--- config.mk ---
export PLATFORM = sky130hd
export DESIGN_NAME = sumador_pipeline
export DESIGN_NICKNAME = d
export VERILOG_FILES = /design/src/rtl/sumador_pipeline_pkg.sv /design/src/rtl/sumador_pipeline_segmento.sv /design/src/rtl/sumador_pipeline.sv
export SDC_FILE = /design/constraint.sdc
export NUM_CORES = 1
export LEC_CHECK = 0
export CORE_MARGIN = 3
export CORE_UTILIZATION = 59
export CTS_BUF_LIST = sky130_fd_sc_hd__clkbuf_16
export DETAILED_ROUTE_END_ITERATION = 8
export GPL_TIMING_DRIVEN = 0
export PLACE_DENSITY = 0.85
export SLEW_MARGIN = 10
export SYNTH_ARGS = -nofsm -noshare
export SYNTH_HDL_FRONTEND = slang
export SYNTH_SLANG_ARGS = --single-unit
--- constraint.sdc ---
create_clock -name clk -period 3.5 [get_ports clk]
set_clock_uncertainty 0.2 [all_clocks]
set_input_delay 0.525 -clock clk [delete_from_list [all_inputs] [get_ports clk]]
set_output_delay 0.525 -clock clk [all_outputs]
set_load 0.1 [all_outputs]
--- src/rtl/sumador_pipeline_pkg.sv ---
// Shared constants for the segmented pipelined adder/subtractor.
package sumador_pipeline_pkg;

  localparam int DEF_BITS     = 16;
  localparam int DEF_SEG_BITS = 4;

  // Bit positions of the status word handed to the result register file.
  localparam int FLAG_CARRY    = 0;
  localparam int FLAG_OVERFLOW = 1;
  localparam int FLAG_ZERO     = 2;
  localparam int FLAG_W        = 3;

  typedef enum logic {
    OP_ADD = 1'b0,
    OP_SUB = 1'b1
  } op_e;

  function automatic int num_stages(input int bits, input int seg_bits);
    return bits / seg_bits;
  endfunction

endpackage

--- src/rtl/sumador_pipeline_segmento.sv ---
// One SEG_BITS-wide ripple segment: sum, carry-out and carry into its MSB.
module sumador_pipeline_segmento
  import sumador_pipeline_pkg::*;
#(
  parameter int SEG_BITS = DEF_SEG_BITS
) (
  input  logic [SEG_BITS-1:0] i_a,
  input  logic [SEG_BITS-1:0] i_b,
  input  logic                i_cin,
  output logic [SEG_BITS-1:0] o_sum,
  output logic                o_cout,
  output logic                o_msb_cin
);

  logic [SEG_BITS:0] w_full;

  assign w_full    = {1'b0, i_a} + {1'b0, i_b} + {{SEG_BITS{1'b0}}, i_cin};
  assign o_sum     = w_full[SEG_BITS-1:0];
  assign o_cout    = w_full[SEG_BITS];
  // Carry into the MSB recovered from the MSB sum bit: s = a ^ b ^ cin.
  assign o_msb_cin = i_a[SEG_BITS-1] ^ i_b[SEG_BITS-1] ^ w_full[SEG_BITS-1];

endmodule

--- src/rtl/sumador_pipeline.sv ---
// Pipelined adder/subtractor: one SEG_BITS segment per stage, carry rippling
// stage to stage, valid/ready on both sides with a single global advance.
module sumador_pipeline
  import sumador_pipeline_pkg::*;
#(
  parameter int BITS     = DEF_BITS,
  parameter int SEG_BITS = DEF_SEG_BITS
) (
  input  logic            clk,
  input  logic            rst_n,
  input  logic            in_valid,
  output logic            in_ready,
  input  logic [BITS-1:0] A,
  input  logic [BITS-1:0] B,
  input  logic            sub,
  output logic            out_valid,
  input  logic            out_ready,
  output logic [BITS-1:0] R,
  output logic            carry,
  output logic            overflow,
  output logic            zero
);

  localparam int STAGES = num_stages(BITS, SEG_BITS);

  if (SEG_BITS < 1 || (BITS % SEG_BITS) != 0) begin : g_bad_cfg
    $error("sumador_pipeline: BITS must be a non-zero multiple of SEG_BITS");
  end

  op_e             w_op;
  logic            w_adv;
  logic [BITS-1:0] w_b_mod;

  // Per-stage datapath. Operand registers hold the not-yet-added upper
  // segments shifted down, so every stage consumes bits [SEG_BITS-1:0].
  logic [BITS-1:0]     w_a_in     [STAGES];
  logic [BITS-1:0]     w_b_in     [STAGES];
  logic                w_c_in     [STAGES];
  logic                w_v_in     [STAGES];
  logic [SEG_BITS-1:0] w_sum      [STAGES];
  logic                w_cout     [STAGES];
  logic                w_mcin     [STAGES];
  logic [BITS-1:0]     w_res_next [STAGES];

  logic [BITS-1:0]     r_a   [STAGES];
  logic [BITS-1:0]     r_b   [STAGES];
  logic [BITS-1:0]     r_res [STAGES];
  logic                r_c   [STAGES];
  logic                r_v   [STAGES];
  logic [FLAG_W-1:0]   r_flags;

  assign w_op     = op_e'(sub);
  assign w_adv    = !r_v[STAGES-1] || out_ready;
  assign in_ready = w_adv;
  assign w_b_mod  = (w_op == OP_SUB) ? ~B : B;

  for (genvar k = 0; k < STAGES; k++) begin : g_stage
    if (k == 0) begin : g_head
      assign w_a_in[k]     = A;
      assign w_b_in[k]     = w_b_mod;
      assign w_c_in[k]     = (w_op == OP_SUB);
      assign w_v_in[k]     = in_valid;
      assign w_res_next[k] = BITS'(w_sum[k]);
    end else begin : g_tail
      assign w_a_in[k]     = r_a[k-1];
      assign w_b_in[k]     = r_b[k-1];
      assign w_c_in[k]     = r_c[k-1];
      assign w_v_in[k]     = r_v[k-1];
      assign w_res_next[k] = r_res[k-1] | (BITS'(w_sum[k]) << (k * SEG_BITS));
    end

    sumador_pipeline_segmento #(
      .SEG_BITS (SEG_BITS)
    ) u_seg (
      .i_a       (w_a_in[k][SEG_BITS-1:0]),
      .i_b       (w_b_in[k][SEG_BITS-1:0]),
      .i_cin     (w_c_in[k]),
      .o_sum     (w_sum[k]),
      .o_cout    (w_cout[k]),
      .o_msb_cin (w_mcin[k])
    );

    // Stage register: shifts valid, carry, partial result and remaining operands.
    always_ff @(posedge clk or negedge rst_n) begin
      if (!rst_n) begin
        r_v[k]   <= 1'b0;
        r_c[k]   <= 1'b0;
        r_res[k] <= '0;
        r_a[k]   <= '0;
        r_b[k]   <= '0;
      end else if (w_adv) begin
        r_v[k]   <= w_v_in[k];
        r_c[k]   <= w_cout[k];
        r_res[k] <= w_res_next[k];
        r_a[k]   <= w_a_in[k] >> SEG_BITS;
        r_b[k]   <= w_b_in[k] >> SEG_BITS;
      end
    end
  end

  // Status flags registered alongside the last stage so they align with R.
  always_ff @(posedge clk or negedge rst_n) begin
    if (!rst_n) begin
      r_flags <= '0;
    end else if (w_adv) begin
      r_flags[FLAG_CARRY]    <= w_cout[STAGES-1];
      r_flags[FLAG_OVERFLOW] <= w_cout[STAGES-1] ^ w_mcin[STAGES-1];
      r_flags[FLAG_ZERO]     <= (w_res_next[STAGES-1] == '0);
    end
  end

  assign out_valid = r_v[STAGES-1];
  assign R         = r_res[STAGES-1];
  assign carry     = r_flags[FLAG_CARRY];
  assign overflow  = r_flags[FLAG_OVERFLOW];
  assign zero      = r_flags[FLAG_ZERO];

endmodule

After elaboration in Yosys (flattened, before gate mapping). Cells that the tools add are included.

Add/subtract/negate cells: 8. Reductions and logical operators: 3. Bitwise operators: 7. Multiplexer cells: 1.

Operators with widths (number): adder 4 x 4 -> 5 bit (4); adder 5 x 1 -> 5 bit (4); logical NOT 16 bit (1); 2-to-1 mux 16 bit (1); NOT 16 bit (1); OR 16 x 12 -> 16 bit (1); OR 16 bit (1); OR 4 x 8 -> 8 bit (1); XOR 1 bit (3); logical NOT 1 bit (1); logical OR 1 bit (1).

Output and inout port bits: 21. Register bits after elaboration: 110. Word-level logic and storage cells: 37.

Depth between registers and ports, before layout.
Depth after elaboration: 4. Gate-level depth with buffers: 8.

Modules after synthesis. Synthesis repeated with hierarchy kept, for this count alone.

Cell total of the unflattened synthesis: 507. Area total of the unflattened synthesis: 4544.4 sq um.

Modules (own cells, without submodules): sumador_pipeline (instances 1, cells an instance 439, area each 3976.3 sq um); sumador_pipeline_segmento at g_stage[0].u_seg ... (instances 3, cells an instance 17, area each 141.4 sq um); sumador_pipeline_segmento at g_stage[2].u_seg (instances 1, cells an instance 17, area each 143.9 sq um).

Least setup slack after synthesis. Ideal clock, no wire load.

Path type: reg-to-output. From: register r_v, in the netlist out_valid. To: output port in_ready. Path slack: 0.867 ns. Arrival time: 1.908 ns. Path buffers: 2. Stages on the path, launching flop included: 5. Cell sequence: dfrtp_1 -> nor2b_1 -> inv_1 -> clkbuf_1 -> buf_2.

Cells in the longest elaborated chain, start to end: 2.

Ends and longest elaborated chain: start: declaration (RTL line sumador_pipeline.sv:49) `logic r_v [STAGES];`; start signal: indexed assignment (RTL line sumador_pipeline.sv:92) `r_v[k] <= w_v_in[k];`; logical NOT 1 bit (RTL line sumador_pipeline.sv:53) `assign w_adv = !r_v[STAGES-1] || out_ready;`; logical OR 1 bit (RTL line sumador_pipeline.sv:53); end: declaration (RTL line sumador_pipeline.sv:12) `output logic in_ready,`.

Every way passes these cells.

Final worst setup path.
From: input port out_ready. To: output port in_ready.

Cells in the longest elaborated chain, start to end: 1.

Ends and longest elaborated chain: start: declaration (RTL line sumador_pipeline.sv:17) `input logic out_ready,`; logical OR 1 bit (RTL line sumador_pipeline.sv:53).

Every way passes these cells.

==> metrics <==
cell taking the most area after synthesis dfrtp_1; Pwr per Cell Area 1030 nW/um^2; largest voltage drop on the vdd net between 900 and 1000 uV; average size of a mapped cell 9.34 sq um; count of buffers inserted at the top-level ports 56; drt initial violations roughly 260; flip-flop and latch count after synthesis 98; CTS Sinks 98; power after layout around 5.6 mW; final count of hold timing violations 0; CTS Root Cell clkbuf_16; Max Clk Rate 304 MHz; global-route wire length before repair 16400 microns; number of iterations in the first detailed-routing pass 4; routed length per placed instance 15.3 microns; final period utilization 0.941; warning count from the yosys run 0; clock edge transition at the registers on the reported setup and hold paths roughly 70 ps; antenna violations before repair 0; pin count of the biggest net entering global routing 67; nature of the critical path startpoint primary input; CTS tree built; starting utilization of the core area 0.629; # Post-CTS Setup Buffers 0; number of cells on the worst hold path 2; Die H between 90 and 100 microns; critical path class primary input to output port; Comb pwr share 0.478; CP required 2770 ps; number of diodes added for antenna fixing 0; Sw Share 0.452; number of vias after detailed routing 3312; run status finished, final reports clean; net count of the mapped netlist 531; most common cell after layout, fill and taps aside nand2_1; Skew-Pair Late Insertion Delay 340 ps; worst reg2reg path startpoint r_c[1]$_DFFE_PN0P_; summed instance area of the synthesized netlist 4440 sq um; HP Start R[3]$_DFFE_PN0P_; final-stage net count 600; Final min period 3290 ps; GR Util All Layers 0.246; Slew Limit Headroom 0.347; total wire length after detailed routing 9840 microns; total congestion overflow after global routing 0; CORE AREA 7060 sq um; unrepaired setup endpoints after global routing no; number of max-slew violations in the final report 0; gp weighted congestion 0.858; Rows 30; H-Tree Depth 3; CTS Buf Count 9; share of power burned in the clock network 0.173; Crit Reg-Reg Endpoint R[15]$_DFFE_PN0P_; setup slack of the most critical reg-to-reg path 1370 ps; slew at the pin closest to its max-slew limit ~980 ps; filler cell count ~490; vias in the first global route between 3000 and 4000; Seq/Total Area, Yosys 0.553; highest-count cells in the layout ignoring fill and taps 213 x nand2_1, 98 x dfrtp_1, 54 x clkdlybuf4s50_1; Synth area leaders dfrtp_1 55%, nand2_1 18%, ha_1 3.4%; DRC violations left 0; Final ANT Viol Nets 0; final setup violation count 0; number of max-capacitance violations reported 0; number of top-level pins 58; instance count of the mapped netlist 475; hold_ws around 270 ps; synth unique cells 27; number of buffers on the longest clock path 2; end point of the most critical hold path R[3]$_DFFE_PN0P_; R2R depth 5; die width 92.7 microns; sort of element at the end of the critical path output port; share of final-layout standard cells stronger than drive strength 1 0.0874; post-detailed-placement half-perimeter wirelength 6930 microns; post-DR vias/cell about 5.1; area enclosed by the die boundary 8600 sq um; leakage power figure 2.69 nW; area growth from synthesis to final layout 22.8%; Worst Path Arrival 2570 ps; Power Internal 3.08 mW; sequential share of power 0.349; highest fanout seen on the critical path 10; area share of the leading cell type in the synthesized netlist 0.553; net switching power of the design between 2 and 3 mW; Tightest Hold Check Type register to register
[cell usage after synthesis]
library cell,instances
nand2_1,213
dfrtp_1,98
o21ai_0,25
buf_4,16
xnor2_1,15
nor2_1,13
a21oi_1,12
ha_1,12
inv_1,10
buf_2,9
xor2_1,9
clkbuf_1,7
fa_1,7
buf_1,6
a21o_1,5
nor2b_1,3
mux2_4,2
nand2b_1,2
nor4_1,2
nor4b_1,2
a211oi_1,1
a31oi_4,1
buf_6,1
mux2_2,1
nand4_1,1
nor3_1,1
or4_1,1
[power groups by stage]
stage / logic [mW] / clock network, mW / registers (mW)
after detailed placement: 2.67 / 0 / 1.96
after floorplan: 1.93 / 0 / 1.98
after CTS: 2.70 / 0.976 / 1.95
final: 2.69 / 0.973 / 1.96
after global placement: 2.55 / 0 / 1.93
after global routing: 2.92 / 1.02 / 2.02
[state kept, by name, indices dropped and copies added (netlist names)]
register	cells
out_valid	1
r_v	3
R	16
r_flags	3
r_res	24
r_c	3
r_a	24
r_b	24
[worst max-delay path by stage]
| stage | from | end | slack [ps] | depth (start not counted) |
|---|---|---|---|---|
| 2_1_floorplan | out_valid$_DFFE_PN0P_ | in_ready | 870 | 4 |
| 3_3_place_gp | rst_n | r_b[55]$_DFFE_PN0P_ | -1730 | 1 |
| 3_5_place_dp | out_ready | in_ready | -330 | 6 |
| 4_1_cts | out_ready | in_ready | 210 | 6 |
| 5_1_grt | out_ready | in_ready | 140 | 6 |
| 6_report | out_ready | in_ready | 210 | 6 |
[layer usage]
layer / GRT usage / part of all wire / vias up
li1: - / - / 1611
met1: 0.312 / 0.40 / 1574
met2: 0.441 / 0.52 / 113
met3: 0.0292 / 0.066 / 14
met4: 0.0781 / 0.012 / 0
met5: 0 / 0 / -
[stage by stage]
| step | instances | area (sq um) | setup slack [ps] | setup TNS (ps) | util |
|---|---|---|---|---|---|
| after floorplan | 475 | 4440 | 867 | 0 | - |
| after global placement | 627 | 5120 | -1730 | -168980 | 0.725 |
| after detailed placement | 628 | 5140 | -330 | -330 | 0.729 |
| after CTS | 645 | 5450 | 215 | 0 | 0.772 |
| after global routing | 645 | 5450 | 135 | 0 | 0.772 |
| final | 645 | 5450 | 205 | 0 | 0.772 |
[critical path, stage by stage]
cell	delay [ps]
clkdlybuf4s50_1	460
nor2b_1	70
inv_1	90
clkbuf_1	460
buf_2	360
clkdlybuf4s15_2	600
[cell families after synthesis]
family                   after synthesis  share of synthesized area
multiplexers                           3                    0.00931
AND/OR/NAND/NOR                      238                      0.209
buffers and inverters                 49                     0.0592
flip-flops                            98                      0.553
AO/OA/AOI/OAI                         44                     0.0567
XOR/XNOR                              24                     0.0474
adder cells (fa/ha/maj)               19                     0.0654
[final cells by class]
type                    instances  area, sq um  area share
well taps                      96          120      0.0220
plain buffers                  39          225      0.0413
clock buffers                   9          225      0.0413
flip-flops and latches         98         2450       0.450
repair buffers                 58          597       0.110
clock inverters                 7         68.8      0.0126
multi-input cells             328         1720       0.316
inverters                      10         37.5     0.00689
[timing repair]
item,CTS,global route
resized for setup,3,0
endpoints found under the setup margin,1,0
hold buffers,1,0
endpoints found under the hold margin,32,0
Note: power is estimated with default switching activity, not from simulation.
